[config.mk]
export PLATFORM = sky130hd
export DESIGN_NAME = seg_scan_driver
export DESIGN_NICKNAME = d
export VERILOG_FILES = /design/src/rtl/seg_pkg.sv /design/src/rtl/seg_scan_driver_slot_timer.sv /design/src/rtl/seg_scan_driver.sv
export SDC_FILE = /design/constraint.sdc
export NUM_CORES = 1
export LEC_CHECK = 0
export CORE_ASPECT_RATIO = 0.5
export CORE_UTILIZATION = 60
export DETAILED_ROUTE_END_ITERATION = 10
export GPL_ROUTABILITY_DRIVEN = 0
export GPL_TIMING_DRIVEN = 0
export PLACE_DENSITY = 0.84
export SLEW_MARGIN = 20
export SYNTH_ARGS = -nofsm -noshare
export SYNTH_HDL_FRONTEND = slang
export SYNTH_SLANG_ARGS = --single-unit
export TNS_END_PERCENT = 100
[constraint.sdc]
create_clock -name clk -period 6.54 [get_ports clk]
set_clock_uncertainty 0.15 [all_clocks]
set_input_delay 1.308 -clock clk [delete_from_list [all_inputs] [get_ports clk]]
set_output_delay 1.308 -clock clk [all_outputs]
set_load 0.01 [all_outputs]
[src/rtl/seg_pkg.sv]
// Shared types and constants for the multiplexed 7-segment scan driver.
package seg_pkg;

    // Slot phases: digit lit, then the anti-ghosting guard with all anodes off.
    typedef enum logic {
        StShow  = 1'b0,
        StGuard = 1'b1
    } seg_state_e;

    localparam int unsigned NIBBLE_W   = 4;
    localparam int unsigned MAX_DIGITS = 32;

    // Active-low anodes: all ones means every digit is dark. Slice to NUM_DIGITS at use.
    localparam logic [MAX_DIGITS-1:0] ANODE_OFF = '1;

endpackage

[src/rtl/seg_scan_driver_slot_timer.sv]
// Per-digit slot timer: counts SHOW then GUARD cycles and flags the slot's last cycles.
module seg_slot_timer
    import seg_pkg::*;
#(
    parameter int unsigned REFRESH_DIV  = 50000,
    parameter int unsigned BLANK_CYCLES = 500
) (
    input  logic       clk,
    input  logic       rst_n,
    output seg_state_e state_o,
    output logic       slot_last_o,
    output logic       slot_prelast_o
);

    localparam int unsigned CntW = (REFRESH_DIV > 1) ? $clog2(REFRESH_DIV) : 1;

    localparam logic [CntW-1:0] ShowLastCnt = CntW'(REFRESH_DIV - BLANK_CYCLES - 1);
    localparam logic [CntW-1:0] SlotLastCnt = CntW'(REFRESH_DIV - 1);
    localparam logic [CntW-1:0] PreLastCnt  = CntW'(REFRESH_DIV - 2);

    seg_state_e      state_q, state_d;
    logic [CntW-1:0] cnt_q, cnt_d;
    logic            show_last;
    logic            slot_last;

    // Next-state: advance the count, switch phase at the end of SHOW and of GUARD.
    always_comb begin
        show_last = (state_q == StShow) && (cnt_q == ShowLastCnt);
        slot_last = (state_q == StGuard) && (cnt_q == SlotLastCnt);
        cnt_d     = cnt_q + CntW'(1);
        state_d   = state_q;
        if (show_last) begin
            state_d = StGuard;
        end
        if (slot_last) begin
            cnt_d   = '0;
            state_d = StShow;
        end
    end

    // State register with synchronous active-low reset.
    always_ff @(posedge clk) begin
        if (!rst_n) begin
            cnt_q   <= '0;
            state_q <= StShow;
        end else begin
            cnt_q   <= cnt_d;
            state_q <= state_d;
        end
    end

    assign state_o        = state_q;
    assign slot_last_o    = slot_last;
    // The count is linear within a slot, so RD-2 always precedes the slot's last cycle.
    assign slot_prelast_o = (cnt_q == PreLastCnt);

endmodule

[src/rtl/seg_scan_driver.sv]
// Time-multiplexed common-anode 7-segment scanner with frame-synchronous updates
// and leading-zero blanking.
module seg_scan_driver
    import seg_pkg::*;
#(
    parameter int unsigned NUM_DIGITS   = 4,
    parameter int unsigned REFRESH_DIV  = 50000,
    parameter int unsigned BLANK_CYCLES = 500
) (
    input  logic                           clk,
    input  logic                           rst_n,
    input  logic [NIBBLE_W*NUM_DIGITS-1:0] value_in,
    input  logic                           load,
    input  logic                           lz_blank_en,
    output logic [NIBBLE_W-1:0]            digit_nibble,
    output logic [NUM_DIGITS-1:0]          anodes_n,
    output logic                           frame_tick,
    output logic                           busy_pending
);

    localparam int unsigned WordW = NIBBLE_W * NUM_DIGITS;
    localparam int unsigned IdxW  = (NUM_DIGITS > 1) ? $clog2(NUM_DIGITS) : 1;

    localparam logic [IdxW-1:0]       LastIdx   = IdxW'(NUM_DIGITS - 1);
    localparam logic [NUM_DIGITS-1:0] AnodesOff = ANODE_OFF[NUM_DIGITS-1:0];

    seg_state_e state;
    logic       slot_last;
    logic       slot_prelast;
    logic       frame_last;

    logic [IdxW-1:0]       idx_q, idx_d;
    logic [WordW-1:0]      display_q, display_d;
    logic [WordW-1:0]      shadow_q, shadow_d;
    logic                  pending_q, pending_d;
    logic                  blank_q, blank_d;
    logic [NUM_DIGITS-1:0] anodes_q, anodes_d;
    logic [NIBBLE_W-1:0]   nibble_q, nibble_d;
    logic                  tick_q, tick_d;
    logic                  upper_zero;

    seg_slot_timer #(
        .REFRESH_DIV  (REFRESH_DIV),
        .BLANK_CYCLES (BLANK_CYCLES)
    ) u_slot_timer (
        .clk            (clk),
        .rst_n          (rst_n),
        .state_o        (state),
        .slot_last_o    (slot_last),
        .slot_prelast_o (slot_prelast)
    );

    assign frame_last = slot_last && (idx_q == LastIdx);

    // Next-state for digit index, display/shadow words and the blank decision for the next slot.
    always_comb begin
        idx_d      = idx_q;
        display_d  = display_q;
        shadow_d   = shadow_q;
        pending_d  = pending_q;
        blank_d    = blank_q;
        upper_zero = 1'b1;

        if (slot_last) begin
            idx_d = (idx_q == LastIdx) ? '0 : idx_q + IdxW'(1);
        end

        if (load) begin
            shadow_d = value_in;
        end

        // A load on the boundary cycle bypasses the shadow so it is not delayed a whole frame.
        if (frame_last) begin
            if (load) begin
                display_d = value_in;
            end else if (pending_q) begin
                display_d = shadow_q;
            end
            pending_d = 1'b0;
        end else if (load) begin
            pending_d = 1'b1;
        end

        for (int unsigned k = 0; k < NUM_DIGITS; k++) begin
            if ((IdxW'(k) >= idx_d) && (display_d[k*NIBBLE_W +: NIBBLE_W] != '0)) begin
                upper_zero = 1'b0;
            end
        end

        // Blanking is decided once at SHOW entry so a mid-slot lz_blank_en change cannot flicker.
        if (slot_last) begin
            blank_d = lz_blank_en && (idx_d != '0) && upper_zero;
        end
    end

    // Registered outputs derived from the current slot position.
    always_comb begin
        anodes_d = AnodesOff;
        if ((state == StShow) && !blank_q) begin
            anodes_d[idx_q] = 1'b0;
        end
        nibble_d = display_q[idx_q*NIBBLE_W +: NIBBLE_W];
        // Look one cycle ahead so the pulse lands on the boundary cycle itself.
        tick_d   = slot_prelast && (idx_q == LastIdx);
    end

    // All state and output registers, synchronous active-low reset.
    always_ff @(posedge clk) begin
        if (!rst_n) begin
            idx_q     <= '0;
            display_q <= '0;
            shadow_q  <= '0;
            pending_q <= 1'b0;
            blank_q   <= 1'b0;
            anodes_q  <= AnodesOff;
            nibble_q  <= '0;
            tick_q    <= 1'b0;
        end else begin
            idx_q     <= idx_d;
            display_q <= display_d;
            shadow_q  <= shadow_d;
            pending_q <= pending_d;
            blank_q   <= blank_d;
            anodes_q  <= anodes_d;
            nibble_q  <= nibble_d;
            tick_q    <= tick_d;
        end
    end

    assign anodes_n     = anodes_q;
    assign digit_nibble = nibble_q;
    assign frame_tick   = tick_q;
    assign busy_pending = pending_q;

endmodule

==> impl_metrics.ini, run 1 <==
[die]
die_x_um = 97.46
start_util = 0.6629
dieArea_mm2 = 0.004847
rows = 16
ios = 30
core_mm2 = 0.004124
dieHeight_um = 49.73

[worst_setup_path]
cp-end-kind = flop
cp_slowest_cell = buf_1
reg2reg_depth = 7
crit_path_cell_trace = clkdlybuf4s50_1 -> clkbuf_1 -> buf_1 -> mux2_2 -> o221a_2
critical_path.max_stage_delay_ps = 590
required_ps = 6630
critPathLaunchType = input port
crit_type = input port to flop
crit_start = load
r2r-start = idx_q[1]
critPathArrivalTime_ps = 3510
crit_fanout = 10

[timing]
min_period_over_period = 0.5227
max_clock_freq_ghz = 0.2925
worst_slack_ps = 3121
grt_setup_unrepaired = no
min_period_ps = 3419
slew_violations = 0
setup_viol = 0
finalHoldViolCount = 0
holdWs_ps = 325.3
setup_tns_ps = 0
slew_headroom = 0.5380
tightest_slew_ps = 690.4

[detailed_routing]
ant_nets = 0
drc = 0
drt-vias-per-instance = 5.719
drt-pass1-iter-count = 7
wl_per_cell_um = 16.15
vias = 2196
drt-initial-drc-count = 133
routed_wl_mm = 6.203

[synthesis]
synth_top_area_share = 0.4540
synthSimpleGateAreaFrac = 0.2549
avgSynthCellArea_um2 = 9.559
syn_nets = 312
synth-edff-count = 0
async_flop_share = 0
synthAdderAreaFrac = 0.02746
synth_top_cell_by_area = dfxtp_1
ys_warn_count = 0
ys_seq_area_frac = 0.4540
synth_cell_types = 43
ys_seq_elements = 62
syn_inst = 286
synth_xor_area_frac = 0.03844
synth_compound_area_frac = 0.09016
synthFlopType = dfxtp_1
ys_top_cells_by_area = dfxtp_1 (45%), mux2i_1 (4.8%), and2_1 (4.6%)
synthMuxAreaShare = 0.1011
synth_area_mm2 = 0.002734
synth_top_family_by_area = simple AND/OR/NAND/NOR gates

[power_and_ir_drop]
p_per_area_mw_per_mm2 = 246.7
vdd_drop_max_uv = 203.7
p_leak_nw = 1.278
power_mw = 0.8152

[layout]
nNetsFinal = 351
fin_cells = 384
final_cell_mix = dfxtp_1 (62), clkdlybuf4s50_1 (28), nor2_1 (25)
antennaDiodeCount = 0
final_common_cell = dfxtp_1
final_layout_size_suffix_gt1_frac = 0.1121
design_area_mm2 = 0.003304
final_core_util = 0.8013
area.growth.synth_to_final_pct = 20.87

[placed_design]
dp.cells = 368
dp.final_hpwl_mm = 4.478
place_area_mm2 = 0.003082
port_buffers = 28
pre_cts_ws_ps = 2781

[clock_network]
insertion_delay_ps = 350
cts_buffers = 9
post-cts-setup-buffers = 0
root_buffer = clkbuf_8
clkSinkCount = 62
cts.clk_slew.worst_paths_ps = 70
clk_path_buf_depth = 2
htree_num_levels = 3
cts_tree = yes
cts_resized = 0
hold_buffers = 0

[hold_path]
worstHoldStart = display_q[1]
whs_path_depth = 2
hold_class = flop to flop

[global_routing]
antenna_found_initial = 0
track_usage = 0.2855
grt_max_degree = 12
grt_pass1_vias = 2154
grt_remaining_overflow = 0
grt_pass1_wl_mm = 10.31

[run]
drv_cap = 0

[status]
status = finished clean
-- per-layer routing --
| metal | vias up | global-route usage | wire length (µm) |
|---|---|---|---|
| met1 | 1045 | 0.3238 | 2702 |
| met3 | 11 | 0.1149 | 399 |
| met5 | - | 0 | 0 |
| li1 | 1072 | - | - |
| met2 | 68 | 0.5000 | 3001 |
| met4 | 0 | 0.08824 | 99 |
-- report_power, final --
group / switching (mW) / leakage [nW] / internal [mW]
logic: 0.0262 / 0.665 / 0.0262
clock network: 0.149 / 0.108 / 0.223
registers: 0.00468 / 0.504 / 0.386
total: 0.180 / 1.28 / 0.635
-- cell usage after synthesis, types with 2 or more instances --
cell type and count:
nor2_1 25, xnor2_1 5, nor2b_1 16, o21a_1 2, mux2i_1 13, o221ai_1 2
a21oi_1 5, and3_1 4, o21ai_0 14, nor4_1 4, and2_1 20, mux2_2 5
or4_1 4, nor3_1 6, and3_2 2, a22oi_1 2, nand4_1 3, o221a_2 3
a31oi_1 2, nor3b_1 3, dfxtp_1 62, clkbuf_1 11, xor2_1 7, a21o_1 3
mux4_2 4, ha_1 6, or3_1 2, inv_1 7, nand2_1 24, nand3_1 6
buf_2 2
-- state kept, by name, summed over array words and instances (netlist names) --
register and flops:
idx_q 2, shadow_q 16, u_slot_timer.cnt_q 16, anodes_n 4, busy_pending 1, digit_nibble 4, frame_tick 1, u_slot_timer.state_o 1
blank_q 1, display_q 16
-- area by class of cell --
class | instances | area, µm²
buffer | 15 | 66.31
timing repair buffer | 28 | 280.3
fill | 278 | 819.5
clock inverter | 6 | 85.08
multi-input combinational | 202 | 1400
clock buffer | 10 | 137.6
inverter | 7 | 26.28
sequential | 62 | 1241
tap | 54 | 67.56
-- path summary, 6_finish.rpt --
path / to / slack [ps]
max: display_q[2] / 3120
min reg2reg: display_q[1] / 330
max reg2reg: blank_q / 3610
min: display_q[1] / 330
-- cell families (layout without fill, tap and decap cells) --
kind of cell	count (synthesis)	after routing
AOI/OAI and AO/OA	36	36
and+or+nand+nor	126	126
DFF	62	62
adders and majority gates	6	6
xor gates and xnor gates	12	12
buffers and inverters	22	66
muxes	22	22
-- worst max-delay path: cells and delay by family --
family / cells / cell delay [ps]
buffers and inverters: 3 / 1530
muxes: 1 / 420
AOI/OAI and AO/OA: 1 / 250
(Power assumes the default switching activity.)
==> inputs of run 2 (changes only) <==
CORE_UTILIZATION = 50   (was 60)
PLACE_DENSITY = 0.75   (was 0.84)
clock period = 2.9 ns   (was 6.54 ns; I/O delays follow)
==> impl_metrics.ini, run 2 (synthesis gave the netlist of run 1 again) <==
[global_routing]
grt_remaining_overflow = 0
grt_max_degree = 12
grt_pass1_wl_mm = 9.646
grt_pass1_vias = 2041
antenna_found_initial = 0
track_usage = 0.2268

[placed_design]
dp.final_hpwl_mm = 4.205
dp.cells = 384
port_buffers = 28

[timing]
grt_setup_unrepaired = no
setup_viol = 0
tightest_slew_ps = 718.4
slew_headroom = 0.5211
min_period_over_period = 0.9268
max_clock_freq_ghz = 0.3721
finalHoldViolCount = 0
setup_tns_ps = 0
min_period_ps = 2688
slew_violations = 0

[detailed_routing]
drt-vias-per-instance = 5.453
drc = 0
drt-initial-drc-count = 52
drt-pass1-iter-count = 5
ant_nets = 0
routed_wl_mm = 5.955
vias = 2181
wl_per_cell_um = 14.89

[layout]
largestRegisters = display_q x16, shadow_q x16, u_slot_timer.cnt_q x16
area.growth.synth_to_final_pct = 21.69
fillers = 422
antennaDiodeCount = 0
fin_cells = 400
final_cell_mix = dfxtp_1 (62), clkdlybuf4s50_1 (28), nand2_1 (24), nor2_1 (24), and2_1 (20)
final_layout_size_suffix_gt1_frac = 0.1152
nNetsFinal = 351
final_common_cell = dfxtp_1

[worst_setup_path]
crit_path_cell_trace = clkdlybuf4s50_1 -> clkbuf_1 -> buf_1 -> mux2_2 -> o221a_2
cp-end-kind = flop
r2r-end = blank_q
required_ps = 2990
crit_type = input port to flop
critPathArrivalTime_ps = 2780
rrSetupSlack_ps = 280
critical_path.max_stage_delay_ps = 610
critPathLaunchType = input port
crit_family = buffers and inverters
reg2reg_depth = 9
crit_fanout = 10
path_buf_inv = 3
r2r-start = u_slot_timer.cnt_q[0]
cp_slowest_cell = buf_1

[hold_path]
worstHoldStart = display_q[1]
whs_path_depth = 2
hold_class = flop to flop
hold_end = display_q[1]

[clock_network]
root_buffer = clkbuf_8
clk_path_buf_depth = 2
cts_buffers = 9
clkSinkCount = 62
htree_num_levels = 3
cts_tree = yes
cts.clk_slew.worst_paths_ps = 70
insertion_delay_ps = 350

[status]
status = finished clean

[die]
ios = 30
start_util = 0.5371
core_mm2 = 0.005090
die_x_um = 106.6
dieHeight_um = 54.29
rows = 18
dieArea_mm2 = 0.005785

[power_and_ir_drop]
p_per_area_mw_per_mm2 = 553.8
vdd_drop_max_uv = 257.3
p_leak_nw = 1.278

[run]
drv_cap = 0
run 2: cell types whose count changed in the layout (fill, tap and decap cells not counted):
cell	change
nor2_1	-1
nor2_2	+1
run 2: repair_timing:
| action | CTS | global route |
|---|---|---|
| gates resized for setup | 0 | 1 |
| buffers inserted | 0 | 0 |
| hold buffers | 0 | 0 |
| setup endpoints to repair | 0 | 1 |
run 2: per-stage QoR:
step | cell area (µm²) | hold slack [ps] | power [mW] | util | setup slack (ps)
final | 3327 | 307.9 | 1.842 | 0.6536 | 212.4
after CTS | 3324 | 310.9 | 1.849 | 0.6531 | 191.9
after global routing | 3327 | 330.9 | 1.895 | 0.6536 | 112.4
after global placement | 3102 | 296.2 | 1.011 | 0.6094 | -94.81
after floorplan | 2734 | 283.0 | 0.9615 | - | 575.3
after detailed placement | 3102 | 302.0 | 1.015 | 0.6094 | -111.9
run 2: tightest hold or removal path, delay by kind of cell (launching register included):
| family | cells | cell delay, ps |
|---|---|---|
| AO/OA/AOI/OAI | 1 | 60 |
| AND/OR/NAND/NOR | 1 | 50 |
| flip-flops | 1 | 310 |
run 2: how the worst max path moves through the flow:
stage | startpoint | to | slack, ps | cells after the start
floorplan | u_slot_timer.cnt_q[5] | blank_q | 580 | 7
global placement | load | display_q[2] | -90 | 5
detailed placement | load | display_q[3] | -110 | 5
CTS | idx_q[1] | blank_q | 190 | 7
global route | u_slot_timer.cnt_q[0] | blank_q | 110 | 9
finish | load | display_q[3] | 210 | 5
run 2: layer usage:
layer  GRT usage  vias to the layer above  wire length, µm
li1            -                     1072                -
met1      0.2761                     1036             2707
met2      0.3763                       59             2682
met3     0.07500                       14              421
met4      0.1050                        0              143
met5           0                        -                0
run 2: final cells by class:
type                       instances  area, µm²  share of cell area
multi-input combinational        202       1403              0.4216
inverter                           7      26.28            0.007898
clock buffer                      10      137.6             0.04137
clock inverter                     6      85.08             0.02557
tap                               70      87.58             0.02633
buffer                            15      66.31             0.01993
timing repair buffer              28      280.3             0.08424
sequential                        62       1241              0.3731
run 2: where the power goes:
group	internal (mW)	switching (mW)	leakage [nW]	total (mW)
Combinational	0.0592	0.0583	0.665	0.117
Clock	0.503	0.342	0.108	0.845
Sequential	0.870	0.0103	0.504	0.880
Total	1.43	0.410	1.28	1.84
==> inputs of run 3 (changes only) <==
--- a/config.mk
+++ b/config.mk
@@ -7,2 +7,3 @@
 export LEC_CHECK = 0
+export CAP_MARGIN = 40
 export CORE_ASPECT_RATIO = 0.5
==> constraint.sdc (replaced) <==
create_clock -name clk -period 2.9 [get_ports clk]
set_clock_uncertainty 0.15 [all_clocks]
set_input_delay 0.29 -clock clk [delete_from_list [all_inputs] [get_ports clk]]
set_output_delay 0.29 -clock clk [all_outputs]
set_load 0.01 [all_outputs]
==> results of run 3 <==
Same layout as run 2 (identical final DEF). Status: finished clean.
Among the figures that moved: setup slack after placement -111.9 ps -> 178.1 ps; setup slack after layout 212.4 ps -> 283.0 ps; hold slack 307.9 ps -> 92.32 ps; start point of the critical path load -> u_slot_timer.cnt_q[0]; end point of the critical path display_q[3] -> blank_q; end point of the worst hold path display_q[1] -> blank_q
